### config.mk
export PLATFORM = sky130hd
export DESIGN_NAME = lfgm_ram_arb_flat
export DESIGN_NICKNAME = d
export VERILOG_FILES = /design/src/rtl/lfgm_ram_arb_if.sv /design/src/rtl/lfgm_ram_arb.sv /design/src/flat_wrapper.sv
export SDC_FILE = /design/constraint.sdc
export NUM_CORES = 1
export LEC_CHECK = 0
export ABC_AREA = 1
export CAP_MARGIN = 10
export CELL_PAD_IN_SITES_DETAIL_PLACEMENT = 1
export CELL_PAD_IN_SITES_GLOBAL_PLACEMENT = 2
export CORE_MARGIN = 3
export CORE_UTILIZATION = 20
export DETAILED_ROUTE_END_ITERATION = 16
export GPL_ROUTABILITY_DRIVEN = 0
export MAX_ROUTING_LAYER = met4
export PLACE_DENSITY_LB_ADDON = 0.05
export SLEW_MARGIN = 20
export SYNTH_ARGS = -nofsm -noshare
export SYNTH_HDL_FRONTEND = slang
export SYNTH_SLANG_ARGS = --single-unit
### constraint.sdc
create_clock -name clk -period 1.55 [get_ports clk]
set_input_delay 0.155 -clock clk [delete_from_list [all_inputs] [get_ports clk]]
set_output_delay 0.155 -clock clk [all_outputs]
set_load 0.05 [all_outputs]
### src/rtl/lfgm_ram_arb_if.sv
// Requester handshakes, single RAM command port and tagged read return of the cell-RAM arbiter.
// slave is the arbiter's view; master is the requester/RAM side.
interface lfgm_ram_arb_if #(
   parameter int AW = 6,
   parameter int DW = 80
);
   logic          ram_face;
   logic          eng_req;
   logic          eng_we;
   logic [AW-1:0] eng_adr;
   logic [DW-1:0] eng_wdata;
   logic          eng_gnt;
   logic          eng_rvld;
   logic          dsp_req;
   logic [AW-1:0] dsp_adr;
   logic          dsp_gnt;
   logic          dsp_rvld;
   logic          rg_req;
   logic [AW-1:0] rg_adr;
   logic [DW-1:0] rg_wdata;
   logic          rg_gnt;
   logic [DW-1:0] rdata;
   logic [AW:0]   ram_adr;
   logic          ram_we;
   logic [DW-1:0] ram_wdata;
   logic [DW-1:0] ram_rdata;
   logic          busy;

   modport slave (
      input  ram_face,
      input  eng_req, eng_we, eng_adr, eng_wdata,
      output eng_gnt, eng_rvld,
      input  dsp_req, dsp_adr,
      output dsp_gnt, dsp_rvld,
      input  rg_req, rg_adr, rg_wdata,
      output rg_gnt,
      output rdata,
      output ram_adr, ram_we, ram_wdata,
      input  ram_rdata,
      output busy
   );

   modport master (
      output ram_face,
      output eng_req, eng_we, eng_adr, eng_wdata,
      input  eng_gnt, eng_rvld,
      output dsp_req, dsp_adr,
      input  dsp_gnt, dsp_rvld,
      output rg_req, rg_adr, rg_wdata,
      input  rg_gnt,
      input  rdata,
      input  ram_adr, ram_we, ram_wdata,
      output ram_rdata,
      input  busy
   );
endinterface

### src/rtl/lfgm_ram_arb.sv
// Cell-RAM arbiter: grants engine > display > regenerator combinationally, command on RAM port next cycle,
// read data + rvld two cycles after grant. LFGM_ARB_AGE_EN adds display aging (promotion after DSP_MAX_WAIT refusals).
module lfgm_ram_arb #(
   parameter int AW           = 6,
   parameter int DW           = 80,
   parameter int DSP_MAX_WAIT = 4
) (
   input  logic              clk,
   input  logic              rst_n,
   lfgm_ram_arb_if.slave     bus
);

   typedef enum logic [1:0] {
      TAG_NONE = 2'd0,
      TAG_ENG  = 2'd1,
      TAG_DSP  = 2'd2
   } tag_e;

   logic          eng_gnt;
   logic          dsp_gnt;
   logic          rg_gnt;
   logic          dsp_first;

   logic          cmd_vld_q,   cmd_vld_d;
   logic [AW:0]   ram_adr_q,   ram_adr_d;
   logic          ram_we_q,    ram_we_d;
   logic [DW-1:0] ram_wdata_q, ram_wdata_d;
   tag_e          tag1_q,      tag1_d;
   tag_e          tag2_q,      tag2_d;
   logic [DW-1:0] rdata_q,     rdata_d;

`ifdef LFGM_ARB_AGE_EN
   localparam int WW = $clog2(DSP_MAX_WAIT + 1);

   logic [WW-1:0] dsp_wait_q, dsp_wait_d;

   always_comb begin
      dsp_wait_d = '0;
      if (bus.dsp_req && !dsp_gnt) begin
         dsp_wait_d = (dsp_wait_q == WW'(DSP_MAX_WAIT)) ? dsp_wait_q : dsp_wait_q + 1'b1;
      end
   end

   always_ff @(posedge clk or negedge rst_n) begin
      if (!rst_n) begin
         dsp_wait_q <= '0;
      end else begin
         dsp_wait_q <= dsp_wait_d;
      end
   end

   assign dsp_first = (dsp_wait_q == WW'(DSP_MAX_WAIT));
`else
   assign dsp_first = 1'b0;
`endif

   // Grants are forced low during reset so nothing is accepted while the pipeline is cleared.
   always_comb begin
      eng_gnt = 1'b0;
      dsp_gnt = 1'b0;
      rg_gnt  = 1'b0;
      if (rst_n) begin
         if (bus.dsp_req && dsp_first) begin
            dsp_gnt = 1'b1;
         end else if (bus.eng_req) begin
            eng_gnt = 1'b1;
         end else if (bus.dsp_req) begin
            dsp_gnt = 1'b1;
         end else if (bus.rg_req) begin
            rg_gnt = 1'b1;
         end
      end
   end

   always_comb begin
      cmd_vld_d   = eng_gnt | dsp_gnt | rg_gnt;
      ram_adr_d   = ram_adr_q;
      ram_we_d    = 1'b0;
      ram_wdata_d = ram_wdata_q;
      tag1_d      = TAG_NONE;
      if (eng_gnt) begin
         ram_we_d    = bus.eng_we;
         ram_adr_d   = {bus.eng_we ? ~bus.ram_face : bus.ram_face, bus.eng_adr};
         ram_wdata_d = bus.eng_wdata;
         tag1_d      = bus.eng_we ? TAG_NONE : TAG_ENG;
      end else if (dsp_gnt) begin
         ram_adr_d = {bus.ram_face, bus.dsp_adr};
         tag1_d    = TAG_DSP;
      end else if (rg_gnt) begin
         ram_we_d    = 1'b1;
         ram_adr_d   = {~bus.ram_face, bus.rg_adr};
         ram_wdata_d = bus.rg_wdata;
      end
      tag2_d  = tag1_q;
      rdata_d = (tag2_q != TAG_NONE) ? bus.ram_rdata : rdata_q;
   end

   always_ff @(posedge clk or negedge rst_n) begin
      if (!rst_n) begin
         cmd_vld_q   <= 1'b0;
         ram_adr_q   <= '0;
         ram_we_q    <= 1'b0;
         ram_wdata_q <= '0;
         tag1_q      <= TAG_NONE;
         tag2_q      <= TAG_NONE;
         rdata_q     <= '0;
      end else begin
         cmd_vld_q   <= cmd_vld_d;
         ram_adr_q   <= ram_adr_d;
         ram_we_q    <= ram_we_d;
         ram_wdata_q <= ram_wdata_d;
         tag1_q      <= tag1_d;
         tag2_q      <= tag2_d;
         rdata_q     <= rdata_d;
      end
   end

   assign bus.eng_gnt   = eng_gnt;
   assign bus.dsp_gnt   = dsp_gnt;
   assign bus.rg_gnt    = rg_gnt;
   assign bus.ram_adr   = ram_adr_q;
   assign bus.ram_we    = ram_we_q;
   assign bus.ram_wdata = ram_wdata_q;
   assign bus.eng_rvld  = (tag2_q == TAG_ENG);
   assign bus.dsp_rvld  = (tag2_q == TAG_DSP);
   // The RAM output register is the data stage; rdata_q holds the last returned row between reads.
   assign bus.rdata     = (tag2_q != TAG_NONE) ? bus.ram_rdata : rdata_q;
   assign bus.busy      = cmd_vld_q | (tag1_q != TAG_NONE) | (tag2_q != TAG_NONE);

endmodule

### src/flat_wrapper.sv
// flat-port wrapper written by rule: the top's interface ports become plain ports
module lfgm_ram_arb_flat 
#(
   parameter int AW           = 6,
   parameter int DW           = 80,
   parameter int DSP_MAX_WAIT = 4
)
  (clk, rst_n, bus_ram_face, bus_eng_req, bus_eng_we, bus_eng_adr, bus_eng_wdata, bus_eng_gnt, bus_eng_rvld, bus_dsp_req, bus_dsp_adr, bus_dsp_gnt, bus_dsp_rvld, bus_rg_req, bus_rg_adr, bus_rg_wdata, bus_rg_gnt, bus_rdata, bus_ram_adr, bus_ram_we, bus_ram_wdata, bus_ram_rdata, bus_busy);
  lfgm_ram_arb_if #(.AW(AW), .DW(DW)) bus_i ();
  input  logic clk;
  input  logic rst_n;
  input wire logic [$bits(bus_i.ram_face)-1:0] bus_ram_face;
  input wire logic [$bits(bus_i.eng_req)-1:0] bus_eng_req;
  input wire logic [$bits(bus_i.eng_we)-1:0] bus_eng_we;
  input wire logic [$bits(bus_i.eng_adr)-1:0] bus_eng_adr;
  input wire logic [$bits(bus_i.eng_wdata)-1:0] bus_eng_wdata;
  output wire logic [$bits(bus_i.eng_gnt)-1:0] bus_eng_gnt;
  output wire logic [$bits(bus_i.eng_rvld)-1:0] bus_eng_rvld;
  input wire logic [$bits(bus_i.dsp_req)-1:0] bus_dsp_req;
  input wire logic [$bits(bus_i.dsp_adr)-1:0] bus_dsp_adr;
  output wire logic [$bits(bus_i.dsp_gnt)-1:0] bus_dsp_gnt;
  output wire logic [$bits(bus_i.dsp_rvld)-1:0] bus_dsp_rvld;
  input wire logic [$bits(bus_i.rg_req)-1:0] bus_rg_req;
  input wire logic [$bits(bus_i.rg_adr)-1:0] bus_rg_adr;
  input wire logic [$bits(bus_i.rg_wdata)-1:0] bus_rg_wdata;
  output wire logic [$bits(bus_i.rg_gnt)-1:0] bus_rg_gnt;
  output wire logic [$bits(bus_i.rdata)-1:0] bus_rdata;
  output wire logic [$bits(bus_i.ram_adr)-1:0] bus_ram_adr;
  output wire logic [$bits(bus_i.ram_we)-1:0] bus_ram_we;
  output wire logic [$bits(bus_i.ram_wdata)-1:0] bus_ram_wdata;
  input wire logic [$bits(bus_i.ram_rdata)-1:0] bus_ram_rdata;
  output wire logic [$bits(bus_i.busy)-1:0] bus_busy;
  assign bus_i.ram_face = bus_ram_face;
  assign bus_i.eng_req = bus_eng_req;
  assign bus_i.eng_we = bus_eng_we;
  assign bus_i.eng_adr = bus_eng_adr;
  assign bus_i.eng_wdata = bus_eng_wdata;
  assign bus_eng_gnt = bus_i.eng_gnt;
  assign bus_eng_rvld = bus_i.eng_rvld;
  assign bus_i.dsp_req = bus_dsp_req;
  assign bus_i.dsp_adr = bus_dsp_adr;
  assign bus_dsp_gnt = bus_i.dsp_gnt;
  assign bus_dsp_rvld = bus_i.dsp_rvld;
  assign bus_i.rg_req = bus_rg_req;
  assign bus_i.rg_adr = bus_rg_adr;
  assign bus_i.rg_wdata = bus_rg_wdata;
  assign bus_rg_gnt = bus_i.rg_gnt;
  assign bus_rdata = bus_i.rdata;
  assign bus_ram_adr = bus_i.ram_adr;
  assign bus_ram_we = bus_i.ram_we;
  assign bus_ram_wdata = bus_i.ram_wdata;
  assign bus_i.ram_rdata = bus_ram_rdata;
  assign bus_busy = bus_i.busy;
  lfgm_ram_arb #(.AW(AW), .DW(DW), .DSP_MAX_WAIT(DSP_MAX_WAIT)) u_core (.clk(clk), .rst_n(rst_n), .bus(bus_i));
endmodule
==> impl_metrics.json <==
{
  "dp_hpwl_um": 26400,
  "critical_path.max_fanout": 6,
  "synth.distinct_cells": 23,
  "comb_power_share": 0.428,
  "cts_tree": "yes",
  "wl_met3_um": 3090,
  "met1_length_um": 15100,
  "totalWireLength_um": 36300,
  "ir_worst_vdd_uv": 603,
  "crit_path_top_delay_cell": "dfrtp_1",
  "path_cells": "nor2_4 > buf_4 > buf_12 > buf_16 > mux2_4 > buf_8",
  "viasPerCell": 4.25,
  "syn-num-nets": 973,
  "die_h_um": 202,
  "layout_commonest_cell": "clkdlybuf4s50_1",
  "yosysSeqAreaShare": 0.561,
  "syn-cell-area_mm2": 0.00771,
  "place_area_mm2": 0.0127,
  "grt_pass1_vias": 8014,
  "cts_root_buffer": "clkbuf_16",
  "dp_slack_ns": -0.270,
  "final_nets": 1455,
  "period_share": 1.33,
  "p_seq_frac": 0.315,
  "max_stage_delay_ns": 0.41,
  "p_int_mw": 11.0,
  "required_ns": 1.39,
  "core_mm2": 0.0378,
  "outcome": "finished, violations left",
  "max_freq_ghz": 0.483,
  "power.density_mw_per_mm2": 1220,
  "yosysWarningCount": 0,
  "setup_viol": 82,
  "numCtsBuffers": 17,
  "p_sw_frac": 0.381,
  "htree_num_levels": 4,
  "overflow": 0,
  "nFillCells": 4153,
  "ios": 439,
  "final_cell_mix": "clkdlybuf4s50_1 (262), dfrtp_1 (173), buf_4 (130)",
  "portBuffers": 438,
  "die_width_um": 202,
  "fin_skew_ns": 0.00521,
  "critPathTopFamily": "buffers and inverters",
  "routed.top_layer": "met4",
  "drc": 0,
  "p_switching_mw": 6.77,
  "tightestPinTransition_ns": 0.724,
  "grt_pass1_wl_um": 52700,
  "crit_path_start": "u_core.tag2_q[0]",
  "violations": "negative setup slack",
  "r2r-start": "u_core.tag2_q[0]",
  "path_clk_slew_ns": 0.07,
  "hold_viol_final": 0,
  "clk_path_buf_depth": 2,
  "avgSynthCellArea_um2": 10.9,
  "syn_inst": 708,
  "maxCapViolCount": 0,
  "rows": 71,
  "pwr-share-clk": 0.257,
  "clock-sinks": 173,
  "grt_max_degree": 79,
  "ys_seq_elements": 173,
  "drtAntennaViolNets": 0,
  "die_area_mm2": 0.0410,
  "syn2layout_area_growth_pct": 88.7,
  "dr.pass1.iters": 4,
  "critPathKind": "reg -> out",
  "arrival_ns": 1.91,
  "final_cell_area_mm2": 0.0146,
  "finalHoldWorstSlack_ns": 0.196,
  "fin_ws_ns": -0.519,
  "vias": 7314,
  "min_from": "rst_n",
  "leakage_nw": 6.71,
  "detail_route.wl_per_cell_um": 21.1,
  "hold_class": "in -> reg",
  "drtIter0Drc": 219,
  "start_util": 0.204,
  "antenna_found_initial": 5,
  "grt_usage": 0.176,
  "maxSlewViolCount": 0,
  "critPathLaunchType": "flip-flop",
  "grt_setup_unrepaired": "true",
  "max-slew-margin-rel": 0.516,
  "insertion_delay_ns": 0.44,
  "fin_crit_ns": 2.07,
  "wl_met2_um": 17800,
  "end_kind": "output port",
  "crit_buf_inv": 4,
  "drive_above_1_share": 0.335
}
-- Yosys cell counts --
| master | instances | area (µm²) |
|---|---|---|
| dfrtp_1 | 173 | 4330 |
| nand2_1 | 111 | 417 |
| nand3_1 | 90 | 450 |
| mux2_2 | 80 | 901 |
| o211ai_1 | 80 | 601 |
| or2_0 | 31 | 194 |
| or2_2 | 30 | 188 |
| buf_2 | 20 | 100 |
| or2_1 | 19 | 119 |
| clkbuf_1 | 14 | 52.6 |
| buf_4 | 11 | 82.6 |
| inv_1 | 11 | 41.3 |
| nor2_1 | 9 | 33.8 |
| buf_6 | 8 | 90.1 |
| a21oi_1 | 6 | 30.0 |
| nand4_1 | 6 | 37.5 |
| nand2_2 | 3 | 18.8 |
| buf_1 | 1 | 3.75 |
| inv_2 | 1 | 3.75 |
| nor2_2 | 1 | 6.26 |
| nor3_1 | 1 | 5.00 |
| o21ai_0 | 1 | 5.00 |
| o21ai_1 | 1 | 5.00 |
-- stage by stage --
stage / setup TNS [ns] / util / power [mW] / cells
global route: -48.09 / 0.385 / 18.6 / 1719
CTS: -43.35 / 0.374 / 17.7 / 1704
finish: -38.88 / 0.385 / 17.7 / 1719
detailed placement: -25.25 / 0.334 / 12.2 / 1654
floorplan: 0 / - / 9.52 / 708
global placement: -22.22 / 0.334 / 12.1 / 1654
-- final cells by class --
cell class / count / area, µm² / area share
clock buffers: 21 / 470 / 0.0323
flip-flops and latches: 173 / 4330 / 0.297
clock inverters: 11 / 131 / 0.00902
well taps: 511 / 639 / 0.0439
multi-input cells: 469 / 3340 / 0.229
repair buffers: 517 / 5590 / 0.384
inverters: 12 / 46.3 / 0.00318
diodes: 5 / 12.5 / 0.000859
-- power groups by stage --
stage / clock, mW / combinational (mW) / sequential (mW)
global route: 4.96 / 7.94 / 5.68
global placement: 0 / 6.53 / 5.61
floorplan: 0 / 2.67 / 6.85
CTS: 4.77 / 7.34 / 5.58
detailed placement: 0 / 6.54 / 5.65
finish: 4.57 / 7.59 / 5.59
-- flip-flops by register name, indices dropped and copies added, names as in the netlist --
name / cells
u_core.bus.ram_wdata: 80
u_core.rdata_q: 80
u_core.bus.ram_adr: 7
u_core.tag1_q: 2
u_core.tag2_q: 2
u_core.bus.ram_we: 1
u_core.cmd_vld_q: 1
-- what timing repair did --
action	CTS	global route
cloned	7	2
pin swaps	1	2
hold buffers	2	1
hold endpoints to repair	56	41
buffers inserted	9	10
setup endpoints to repair	85	133
gates resized for setup	170	76
-- routing by layer --
layer / vias up / GRT usage
met5: - / -
met3: 13 / 0.0776
met4: 0 / 0.0396
li1: 3418 / -
met1: 3636 / 0.201
met2: 247 / 0.286
-- tightest hold or removal path, stage by stage --
cell,delay [ns]
clkbuf_8,0.14
buf_4,0.12
nand3_1,0.12
inv_1,0.07
-- logic make-up (layout without fill, tap and decap cells) --
family,after synthesis,count (layout),share of synthesized area
AO/OA/AOI/OAI,88,88,0.0830
buffers and inverters,66,561,0.0485
flip-flops,173,173,0.561
multiplexers,80,80,0.117
other,0,5,0
AND/OR/NAND/NOR,301,301,0.190
-- final timing paths --
kind | to | slack [ns] | depth (start not counted)
setup / recovery | bus_rdata[35] | -0.52 | 6
hold / removal | u_core.tag1_q[0] | 0.20 | 4
setup reg to reg | u_core.rdata_q[3] | 0.01 | 6
hold reg to reg | u_core.tag2_q[1] | 0.38 | 0
max in group asynchronous | u_core.rdata_q[29] | 0.15 | 4
min in group asynchronous | u_core.bus.ram_wdata[4] | 0.39 | 3
No activity file was read; power rests on OpenSTA's default activity.
